[config.mk]
export PLATFORM = sky130hd
export DESIGN_NAME = shifter_right_seq
export DESIGN_NICKNAME = d
export VERILOG_FILES = /design/src/rtl/shifter_right_seq.sv
export SDC_FILE = /design/constraint.sdc
export NUM_CORES = 1
export LEC_CHECK = 0
export CAP_MARGIN = 10
export CORE_AREA = 8 8 88 169
export CTS_CLUSTER_SIZE = 30
export DETAILED_ROUTE_END_ITERATION = 12
export DIE_AREA = 0 0 96 177
export HOLD_SLACK_MARGIN = 0.12
export PLACE_DENSITY = 0.68
export SETUP_SLACK_MARGIN = 0.5
export SLEW_MARGIN = 40
export SYNTH_ARGS = -nofsm -noshare
export SYNTH_HDL_FRONTEND = slang
export SYNTH_SLANG_ARGS = --single-unit
[constraint.sdc]
create_clock -name clk -period 2.2 [get_ports clk]
set_clock_uncertainty 0.15 [all_clocks]
set_input_delay 0.44 -clock clk [delete_from_list [all_inputs] [get_ports clk]]
set_output_delay 0.44 -clock clk [all_outputs]
set_load 0.01 [all_outputs]
[src/rtl/shifter_right_seq.sv]
// ---------------------------------------------------------------------------
// shifter_right_seq
// Multi-cycle barrel shifter that shifts right one binary stage per clock.
// A start accepted in IDLE or DONE captures the operand, the shift amount
// and the fill mode. The block then spends one cycle per stage, for STAGES
// cycles in total, and finally presents the result with a one-cycle done
// pulse. Every shift takes the same time, so the latency never depends on
// the shift amount.
//
// Ports
//   clk     : rising-edge clock for all state
//   rst_n   : asynchronous active-low reset
//   start   : request a new shift (ignored while a shift is in flight)
//   a       : operand to shift right
//   b       : shift amount; only b[STAGES-1:0] is used
//   arith   : 1 = arithmetic (sign fill), 0 = logical (zero fill)
//   busy    : high while the stages are being processed
//   done    : one-cycle pulse in the cycle the result becomes valid
//   result  : shifted value, held until the next operation completes
// ---------------------------------------------------------------------------
module shifter_right_seq #(
    parameter int WIDTH  = 32,
    parameter int STAGES = 5
) (
    input  logic             clk,
    input  logic             rst_n,
    input  logic             start,
    input  logic [WIDTH-1:0] a,
    input  logic [WIDTH-1:0] b,
    input  logic             arith,
    output logic             busy,
    output logic             done,
    output logic [WIDTH-1:0] result
);

    localparam int CW = (STAGES > 1) ? $clog2(STAGES) : 1;
    localparam logic [WIDTH-1:0] ONES = '1;

    typedef enum logic [1:0] {
        S_IDLE,
        S_SHIFT,
        S_DONE
    } state_t;

    state_t              r_state;
    state_t              w_nextState;
    logic                w_accept;
    logic                w_lastStage;
    logic [WIDTH-1:0]    r_work;
    logic [STAGES-1:0]   r_shamt;
    logic                r_arith;
    logic                r_opMsb;
    logic [CW-1:0]       r_stage;
    logic                w_fill;
    logic [WIDTH-1:0]    w_shifted;
    logic                w_unusedBits;

    // The upper shift-amount bits have no meaning for this width. They are
    // folded into a deliberately unused net so the intent stays visible.
    assign w_unusedBits = ^b[WIDTH-1:STAGES];

    // The fill bit is the MSB of the operand as it was captured. It is
    // never taken from the live input, which may change mid-flight.
    assign w_fill      = r_arith & r_opMsb;
    assign w_lastStage = (r_stage == CW'(STAGES - 1));

    // State register. Reset forces IDLE at once, without waiting for a
    // clock edge, so busy and done drop immediately.
    always_ff @(posedge clk or negedge rst_n) begin
        if (!rst_n) begin
            r_state <= S_IDLE;
        end else begin
            r_state <= w_nextState;
        end
    end

    // Next-state and output decode. A start is only honoured outside SHIFT.
    // DONE accepts a start directly, which gives back-to-back operations
    // with no idle gap between them. busy and done are decoded from
    // mutually exclusive states, so they can never be high together.
    always_comb begin
        w_nextState = r_state;
        w_accept    = 1'b0;
        busy        = 1'b0;
        done        = 1'b0;
        case (r_state)
            S_IDLE: begin
                if (start) begin
                    w_accept    = 1'b1;
                    w_nextState = S_SHIFT;
                end
            end
            S_SHIFT: begin
                busy = 1'b1;
                if (w_lastStage) begin
                    w_nextState = S_DONE;
                end
            end
            S_DONE: begin
                done = 1'b1;
                if (start) begin
                    w_accept    = 1'b1;
                    w_nextState = S_SHIFT;
                end else begin
                    w_nextState = S_IDLE;
                end
            end
            default: begin
                w_nextState = S_IDLE;
            end
        endcase
    end

    // One stage of the shift network, selected by the stage counter. Stage
    // k moves the word by 2^k when bit k of the captured amount is set. The
    // vacated high bits are then OR-ed with the fill pattern.
    always_comb begin
        w_shifted = r_work;
        for (int k = 0; k < STAGES; k++) begin
            if ((r_stage == CW'(k)) && r_shamt[k]) begin
                w_shifted = (r_work >> (2 ** k))
                          | ({WIDTH{w_fill}} & ~(ONES >> (2 ** k)));
            end
        end
    end

    // Datapath registers. On acceptance the operands are captured and the
    // stage counter restarts. In SHIFT the working word advances one stage
    // per cycle. On the last stage the same edge also copies the final
    // value into result, so result only changes once per operation.
    always_ff @(posedge clk or negedge rst_n) begin
        if (!rst_n) begin
            r_work  <= '0;
            r_shamt <= '0;
            r_arith <= 1'b0;
            r_opMsb <= 1'b0;
            r_stage <= '0;
            result  <= '0;
        end else if (w_accept) begin
            r_work  <= a;
            r_shamt <= b[STAGES-1:0];
            r_arith <= arith;
            r_opMsb <= a[WIDTH-1];
            r_stage <= '0;
        end else if (r_state == S_SHIFT) begin
            r_work <= w_shifted;
            if (w_lastStage) begin
                r_stage <= '0;
                result  <= w_shifted;
            end else begin
                r_stage <= r_stage + CW'(1);
            end
        end
    end

endmodule
==> reports/qor.json, run 1 <==
{
  "run_status": "finished clean",
  "worstSetupStartpointType": "flop",
  "grt_antenna_before_repair": 0,
  "routedWlPerCell_um": 19.5,
  "netlist_area_mm2": 0.00436,
  "clk_root_buffer_cell": "sky130_fd_sc_hd__clkbuf_16",
  "grt_pass1_vias": 4111,
  "grt_use_total": 0.164,
  "ys_ff_latch": 76,
  "die_outline_width_um": 96,
  "slew-limit-headroom": 0.661,
  "hold_slack_ps": 321,
  "numPortBuffers": 74,
  "ys_top_cells_by_area": "sky130_fd_sc_hd__dfrtp_1 44%, sky130_fd_sc_hd__mux2i_1 7.6%, sky130_fd_sc_hd__a22oi_1 6.9%",
  "die_area_mm2": 0.0170,
  "clkLatencyLatePin_ps": 340,
  "slowest_stage": "sky130_fd_sc_hd__dfrtp_2",
  "tritoncts": "done",
  "worstPathCellList": "inv_2 -> ha_2 -> nand2_2 -> a21oi_4 -> buf_6 -> buf_12 -> nor3b_4 -> o32a_1 -> o21a_1",
  "yosys.cell_count.top_type": "sky130_fd_sc_hd__dfrtp_1",
  "detail-route-antenna-nets": 0,
  "setup_ws_ps": 160,
  "edff_count_synth": 0,
  "maxCapViolCount": 0,
  "report.final.setup_viol": 0,
  "grt_first_pass_wirelength_mm": 22.0,
  "detail_route.iter0.violations": 358,
  "ys_dominant_reg_cell": "sky130_fd_sc_hd__dfrtp_1",
  "synth.top_cells.by_count": "76 x sky130_fd_sc_hd__dfrtp_1, 60 x sky130_fd_sc_hd__nand2_1, 55 x sky130_fd_sc_hd__a21oi_1, 41 x sky130_fd_sc_hd__o21ai_0, 40 x sky130_fd_sc_hd__a22oi_1",
  "route.detailed.drc": 0,
  "via_per_inst": 5.82,
  "cts_buffers": 9,
  "timing.critical_path.to_type": "flop",
  "final.min_clock_period_ps": 2040,
  "power.switching_fraction": 0.444,
  "globalRoute.totalOverflow": 0,
  "critPathMaxFanout": 6,
  "timing_worst_slew_pin_value_ps": 509,
  "final-hold-violation-count": 0,
  "synth_top_area_share": 0.436,
  "place_inst": 693,
  "total_leakage_power_uw": 0.00286,
  "num-nets-final": 643,
  "fillCellCount": 1156,
  "timing.setup.tns_ps": 0,
  "part_of_the_power_in_registers": 0.296,
  "power_frac_comb": 0.565,
  "vdd_ir_drop_max_mv": 0.784,
  "synth_seq_area_share": 0.436,
  "post_synthesis_cells": 487,
  "worst_setup_hold_path_clk_slew_ps": 60,
  "clockBufferDepth": 2,
  "netlist-cell-type-count": 34,
  "layout.core_utilization": 0.492,
  "finalWeightedCongestion": 0.899,
  "htree_levels": 3,
  "count_of_buffering_cells_on_the_critical_path_with_inverters_included": 3,
  "place.detailed.hpwl_mm": 9.25,
  "max_freq_ghz": 0.490,
  "class_of_the_worst_hold_path": "reg2reg",
  "area.growth.synth_to_final_pct": 44.1,
  "intPower_uw": 5680,
  "p_sw_uw": 4540,
  "drv_slew": 0,
  "worst-endpoint-arrival_ps": 2110,
  "synth-async-reset-ratio": 1.00,
  "syn-num-nets": 560,
  "detailedRoute.firstPassIterationCount": 7,
  "cp_data_required_time_ps": 2270,
  "pin_count": 102,
  "power_frac_clock": 0.138,
  "path_class": "reg2reg",
  "post_route_cells_drive_above_1_share": 0.259,
  "grt_max_degree": 41,
  "layout.cells.non_filler": 727,
  "syn-mean-instance-area_um2": 8.96,
  "floorplan.core_area_mm2": 0.0128,
  "timing.final.crit_share": 0.927,
  "grt_setup_unrepaired": "true",
  "cts_sink_cnt": 76,
  "critical_path.top_delay_family": "compound AO/OA/AOI/OAI gates",
  "rows": 59,
  "yosysWarningCount": 0,
  "power_density_mw_per_mm2": 1630,
  "final_routed_wirelength_mm": 14.2,
  "synth.largest_area_cell": "sky130_fd_sc_hd__dfrtp_1",
  "floorplan.initialDensity": 0.342,
  "dieHeight_um": 177,
  "via_count": 4228,
  "crit_path_max_incr_delay_ps": 450,
  "diodes": 0,
  "dp_slack_ps": 71.1
}
metal layers:
layer,part of all wire,global-route usage
met1,0.40,0.204
met2,0.49,0.261
met3,0.079,0.0467
met4,0.026,0.0581
met5,0,0
kinds of logic (layout without fill, tap and decap cells):
kind of cell             after synthesis  count (layout)  share of synthesized area
AO/OA/AOI/OAI                        209             209                      0.307
adder cells (fa/ha/maj)                5               5                     0.0143
buffers and inverters                 70             156                     0.0720
flip-flops                            76              76                      0.436
multiplexers                          33              33                     0.0757
AND/OR/NAND/NOR                       94              96                     0.0949
timing repair:
| item | 4_1_cts | 5_1_grt |
|---|---|---|
| endpoints found under the setup margin | 98 | 65 |
| pin swaps | 10 | 24 |
| gates cloned | 3 | 2 |
| setup buffers | 6 | 6 |
| gates resized for setup | 85 | 53 |
| hold buffers | 1 | 0 |
| endpoints found under the hold margin | 36 | 0 |
through the flow:
| stage | power, uW | area (um2) |
|---|---|---|
| final | 10200 | 6290 |
| after global routing | 10900 | 6290 |
| after CTS | 9590 | 5980 |
| after detailed placement | 7810 | 5450 |
| after global placement | 7710 | 5450 |
| after floorplan | 5940 | 4510 |
worst paths after layout:
path / from / depth (start not counted) / end / slack [ps]
setup / recovery: r_stage[1]$_DFFE_PN0P_ / 9 / r_work[31]$_DFFE_PN0P_ / 160
hold / removal: r_arith$_DFFE_PN0P_ / 2 / r_arith$_DFFE_PN0P_ / 320
setup reg to reg: r_stage[1]$_DFFE_PN0P_ / 9 / r_work[31]$_DFFE_PN0P_ / 160
hold reg to reg: r_arith$_DFFE_PN0P_ / 2 / r_arith$_DFFE_PN0P_ / 320
max in group asynchronous: rst_n / 3 / result[11]$_DFFE_PN0P_ / 840
min in group asynchronous: rst_n / 2 / r_arith$_DFFE_PN0P_ / 470
cell type report:
cell class / count / area [um2] / share of cell area
clock buffers: 15 / 278 / 0.0442
clock inverters: 1 / 5.00 / 0.000796
inverters: 28 / 108 / 0.0171
repair buffers: 112 / 1180 / 0.188
multi-input cells: 343 / 2620 / 0.417
well taps: 152 / 190 / 0.0302
flip-flops and latches: 76 / 1900 / 0.303
layout by cell type, fill, tap and decap left out, types with 4 or more instances in the layout:
cell and count:
sky130_fd_sc_hd__dfrtp_1 74, sky130_fd_sc_hd__nand2_1 58, sky130_fd_sc_hd__o21ai_1 54, sky130_fd_sc_hd__clkdlybuf4s50_1 39, sky130_fd_sc_hd__dlygate4sd2_1 32, sky130_fd_sc_hd__mux2i_1 30, sky130_fd_sc_hd__a21oi_1 28, sky130_fd_sc_hd__inv_1 25
sky130_fd_sc_hd__a22oi_1 24, sky130_fd_sc_hd__a21oi_2 21, sky130_fd_sc_hd__buf_4 21, sky130_fd_sc_hd__a22oi_2 16, sky130_fd_sc_hd__nor2_1 14, sky130_fd_sc_hd__o221ai_2 14, sky130_fd_sc_hd__clkbuf_16 11, sky130_fd_sc_hd__a22o_1 10
sky130_fd_sc_hd__buf_12 10, sky130_fd_sc_hd__o221ai_1 9, sky130_fd_sc_hd__a21oi_4 6, sky130_fd_sc_hd__a21o_1 5, sky130_fd_sc_hd__buf_6 5, sky130_fd_sc_hd__o22ai_1 4, sky130_fd_sc_hd__nor2_2 4, sky130_fd_sc_hd__ha_4 4
flip-flops by register name, summed over array words and instances, names as in the netlist:
name     count
r_state      2
r_arith      1
r_opMsb      1
r_stage      3
result      32
r_shamt      5
r_work      32
tightest hold or removal path: stages, from the launching register on:
cell and delay, ps:
sky130_fd_sc_hd__dfrtp_1 340, sky130_fd_sc_hd__nand2_1 50, sky130_fd_sc_hd__nand2_1 50
power groups by stage:
stage | registers (uW) | logic [uW] | clock network [uW]
after floorplan | 2790 | 3150 | 0
after global placement | 2880 | 4820 | 0
after detailed placement | 2910 | 4900 | 0
after CTS | 2920 | 5230 | 1430
after global routing | 3100 | 6310 | 1500
final | 3030 | 5780 | 1410
Note: power is estimated with default switching activity, not from simulation.
==> run 2: changes to the inputs <==
--- a/config.mk
+++ b/config.mk
@@ -12,7 +12,7 @@
 export DIE_AREA = 0 0 96 177
 export HOLD_SLACK_MARGIN = 0.12
 export PLACE_DENSITY = 0.68
-export SETUP_SLACK_MARGIN = 0.5
+export SETUP_SLACK_MARGIN = 0.15
 export SLEW_MARGIN = 40
 export SYNTH_ARGS = -nofsm -noshare
 export SYNTH_HDL_FRONTEND = slang
==> run 2 against run 1 <==
  * Via count is 2.7% lower
  * Critical path depth shrank 1
  * Register-to-register slack about the same
  * Design area shrank 3.7%
  * Final cell count down 1.8%
  * Critical endpoint is now r_work[2]$_DFFE_PN0P_
  * Highest routed layer unchanged
==> reports/qor.json, run 2 (synthesis results as in run 1) <==
{
  "grt_max_degree": {"value": 43, "change": "was 41"},
  "power_frac_comb": {"value": 0.564, "change": "was 0.565"},
  "diodes": {"value": 0, "change": "unchanged"},
  "finalWeightedCongestion": {"value": 0.900, "change": "was 0.899"},
  "critical_path.top_delay_family": {"value": "compound AO/OA/AOI/OAI gates", "change": "unchanged"},
  "crit_path_max_incr_delay": {"value": 420, "unit": "ps", "change": "was 450 ps"},
  "htree_levels": {"value": 3, "change": "unchanged"},
  "path_class": {"value": "reg2reg", "change": "unchanged"},
  "clockBufferDepth": {"value": 2, "change": "unchanged"},
  "clkLatencyLatePin": {"value": 330, "unit": "ps", "change": "was 340 ps"},
  "worstSetupStartpointType": {"value": "flop", "change": "unchanged"},
  "slowest_stage": {"value": "sky130_fd_sc_hd__dfrtp_1", "change": "was sky130_fd_sc_hd__dfrtp_2"},
  "global_route.usage.met3": {"value": 0.0395, "change": "was 0.0467"},
  "detailedRoute.firstPassIterationCount": {"value": 5, "change": "was 7"},
  "floorplan.initialDensity": {"value": 0.342, "change": "unchanged"},
  "pin_count": {"value": 102, "change": "unchanged"},
  "cts_sink_cnt": {"value": 76, "change": "unchanged"},
  "slew-limit-headroom": {"value": 0.674, "change": "was 0.661"},
  "final_routed_wirelength": {"value": 13.8, "unit": "mm", "change": "was 14.2 mm"},
  "p_sw": {"value": 4210, "unit": "uW", "change": "was 4540 uW"},
  "via_count": {"value": 4114, "change": "was 4228"},
  "drv_slew": {"value": 0, "change": "unchanged"},
  "timing.critical_path.to_type": {"value": "flop", "change": "unchanged"},
  "total_leakage_power": {"value": 0.00269, "unit": "uW", "change": "was 0.00286 uW"},
  "route.detailed.drc": {"value": 0, "change": "unchanged"},
  "part_of_the_power_in_registers": {"value": 0.306, "change": "was 0.296"},
  "report.final.setup_viol": {"value": 0, "change": "unchanged"},
  "layout.core_utilization": {"value": 0.474, "change": "was 0.492"},
  "maxCapViolCount": {"value": 0, "change": "unchanged"},
  "max_freq": {"value": 0.488, "unit": "GHz", "change": "was 0.490 GHz"},
  "area.growth.synth_to_final": {"value": 38.7, "unit": "%", "change": "was 44.1%"},
  "class_of_the_worst_hold_path": {"value": "reg2reg", "change": "unchanged"},
  "grt_pass1_vias": {"value": 3973, "change": "was 4111"},
  "power_frac_clock": {"value": 0.129, "change": "was 0.138"},
  "clk_root_buffer_cell": {"value": "sky130_fd_sc_hd__clkbuf_16", "change": "unchanged"},
  "die_outline_width": {"value": 96, "unit": "um", "change": "unchanged"},
  "grt_antenna_before_repair": {"value": 0, "change": "unchanged"},
  "worst_setup_hold_path_clk_slew": {"value": 50, "unit": "ps", "change": "was 60 ps"},
  "cts_buffers": {"value": 9, "change": "unchanged"},
  "count_of_buffering_cells_on_the_critical_path_with_inverters_included": {"value": 1, "change": "was 3"},
  "gr-usage-met2": {"value": 0.245, "change": "was 0.261"},
  "final_cell_mix": {"value": "76 x sky130_fd_sc_hd__dfrtp_1, 71 x sky130_fd_sc_hd__clkdlybuf4s50_1, 59 x sky130_fd_sc_hd__nand2_1, 36 x sky130_fd_sc_hd__a21oi_1", "change": "was 74 x sky130_fd_sc_hd__dfrtp_1, 58 x sky130_fd_sc_hd__nand2_1, 54 x sky130_fd_sc_hd__o21ai_1, 39 x sky130_fd_sc_hd__clkdlybuf4s50_1, 32 x sky130_fd_sc_hd__dlygate4sd2_1"},
  "detail_route.iter0.violations": {"value": 289, "change": "was 358"},
  "worstPathCellList": {"value": "ha_2 -> ha_2 -> and2_4 -> buf_12 -> a21oi_1 -> o221ai_1 -> a22oi_2 -> o21ai_0", "change": "was inv_2 -> ha_2 -> nand2_2 -> a21oi_4 -> buf_6 -> buf_12 -> nor3b_4 -> o32a_1 -> o21a_1"},
  "detail-route-antenna-nets": {"value": 0, "change": "unchanged"},
  "timing.setup.tns": {"value": 0, "unit": "ps", "change": "unchanged"},
  "top_usage_layer": {"value": "met2", "change": "unchanged"},
  "tritoncts": {"value": "done", "change": "unchanged"},
  "grt_setup_unrepaired": {"value": "true", "change": "unchanged"},
  "rows": {"value": 59, "change": "unchanged"},
  "power.switching_fraction": {"value": 0.434, "change": "was 0.444"},
  "num-nets-final": {"value": 633, "change": "was 643"},
  "final.min_clock_period": {"value": 2050, "unit": "ps", "change": "was 2040 ps"},
  "routedWlPerCell": {"value": 19.3, "unit": "um", "change": "was 19.5 um"},
  "dieHeight": {"value": 177, "unit": "um", "change": "unchanged"},
  "reg.largest.list": {"value": "r_work x32, result x32, r_shamt x5", "change": "unchanged"},
  "critical_path.most_common_cell": "sky130_fd_sc_hd__ha_2",
  "post_route_cells_drive_above_1_share": {"value": 0.192, "change": "was 0.259"},
  "critPathMaxFanout": {"value": 21, "change": "was 6"},
  "die_area": {"value": 0.0170, "unit": "mm2", "change": "unchanged"},
  "fillCellCount": {"value": 1179, "change": "was 1156"},
  "grt_first_pass_wirelength": {"value": 21.2, "unit": "mm", "change": "was 22.0 mm"},
  "run_status": {"value": "finished clean", "change": "unchanged"},
  "via_per_inst": {"value": 5.76, "change": "was 5.82"},
  "cp_data_required_time": {"value": 2250, "unit": "ps", "change": "was 2270 ps"},
  "grt_use_total": {"value": 0.158, "change": "was 0.164"},
  "intPower": {"value": 5500, "unit": "uW", "change": "was 5680 uW"},
  "timing.final.crit_share": {"value": 0.931, "change": "was 0.927"},
  "r2r_slack": {"value": 150, "unit": "ps", "change": "was 160 ps"},
  "vdd_ir_drop_max": {"value": 0.795, "unit": "mV", "change": "was 0.784 mV"},
  "numPortBuffers": {"value": 74, "change": "unchanged"},
  "final-hold-violation-count": {"value": 0, "change": "unchanged"},
  "place.detailed.hpwl": {"value": 9.15, "unit": "mm", "change": "was 9.25 mm"},
  "leading_cell_type_in_the_layout_fill_and_taps_excluded": {"value": "sky130_fd_sc_hd__dfrtp_1", "change": "unchanged"},
  "grtUsageMet1": {"value": 0.202, "change": "was 0.204"},
  "seqCellArea": {"value": 0.00190, "unit": "mm2", "change": "about the same"},
  "globalRoute.totalOverflow": {"value": 0, "change": "unchanged"},
  "power_density": {"value": 1600, "unit": "mW/mm2", "change": "was 1630 mW/mm2"},
  "worst-endpoint-arrival": {"value": 2100, "unit": "ps", "change": "was 2110 ps"},
  "floorplan.core_area": {"value": 0.0128, "unit": "mm2", "change": "unchanged"},
  "timing_worst_slew_pin_value": {"value": 489, "unit": "ps", "change": "was 509 ps"},
  "multi_input_comb_area": {"value": 0.00244, "unit": "mm2", "change": "was 0.00262 mm2"}
}
==> run 2: power by group through the flow <==
stage | clock (uW) | combinational (uW) | sequential (uW)
final | 1260 | 5480 | 2970
after global routing | 1350 | 6040 | 3060
after CTS | 1290 | 4870 | 2910
after detailed placement | 0 | 4700 | 2910
after global placement | 0 | 4630 | 2890
after floorplan | 0 | 2940 | 2770
==> run 2: path summary, 6_finish.rpt <==
check,cells past startpoint,to,startpoint
min in group asynchronous,2,r_arith$_DFFE_PN0P_,rst_n
worst max-delay path,8,r_work[2]$_DFFE_PN0P_,r_stage[0]$_DFFE_PN0P_
max in group asynchronous,3,r_work[3]$_DFFE_PN0P_,rst_n
worst min-delay path,2,result[1]$_DFFE_PN0P_,result[1]$_DFFE_PN0P_
worst min register to register,2,result[1]$_DFFE_PN0P_,result[1]$_DFFE_PN0P_
worst max register to register,8,r_work[2]$_DFFE_PN0P_,r_stage[0]$_DFFE_PN0P_
==> run 2: final cells by class <==
type / count / share of cell area
Tap cell: 152 / 0.0314
Multi-Input combinational cell: 341 / 0.403
Clock buffer: 13 / 0.0397
Inverter: 28 / 0.0174
Sequential cell: 76 / 0.314
Timing Repair Buffer: 104 / 0.194
==> run 2: metrics by stage <==
stage | total power [uW] | instances | setup slack (ps) | instance area [um2] | hold WS [ps]
6_report | 9710 | 714 | 151 | 6050 | 327
5_1_grt | 10500 | 714 | 52.9 | 6050 | 359
4_1_cts | 9080 | 706 | 143 | 5690 | 329
3_5_place_dp | 7610 | 691 | 40.9 | 5360 | 288
3_3_place_gp | 7520 | 691 | 73.4 | 5360 | 285
2_1_floorplan | 5710 | 487 | 178 | 4360 | -5.59
==> run 2: per-layer routing <==
metal	up-vias	share of wire
met5	-	0
met4	0	0.033
met3	37	0.074
met2	184	0.48
met1	1965	0.41
li1	1928	-
==> run 2: repair_timing <==
action,in CTS,in global routing
resized for setup,22,56
setup buffers,1,1
gates cloned,0,7
pin swaps,13,30
hold endpoints to repair,36,0
endpoints found under the setup margin,61,62
hold buffers,1,0
==> run 2: worst reg2reg max path, cell delays in order, from the launching register on <==
cell,delay (ps)
sky130_fd_sc_hd__dfrtp_1,420
sky130_fd_sc_hd__ha_2,200
sky130_fd_sc_hd__ha_2,180
sky130_fd_sc_hd__and2_4,170
sky130_fd_sc_hd__buf_12,170
sky130_fd_sc_hd__a21oi_1,140
sky130_fd_sc_hd__o221ai_1,170
sky130_fd_sc_hd__a22oi_2,220
sky130_fd_sc_hd__o21ai_0,100
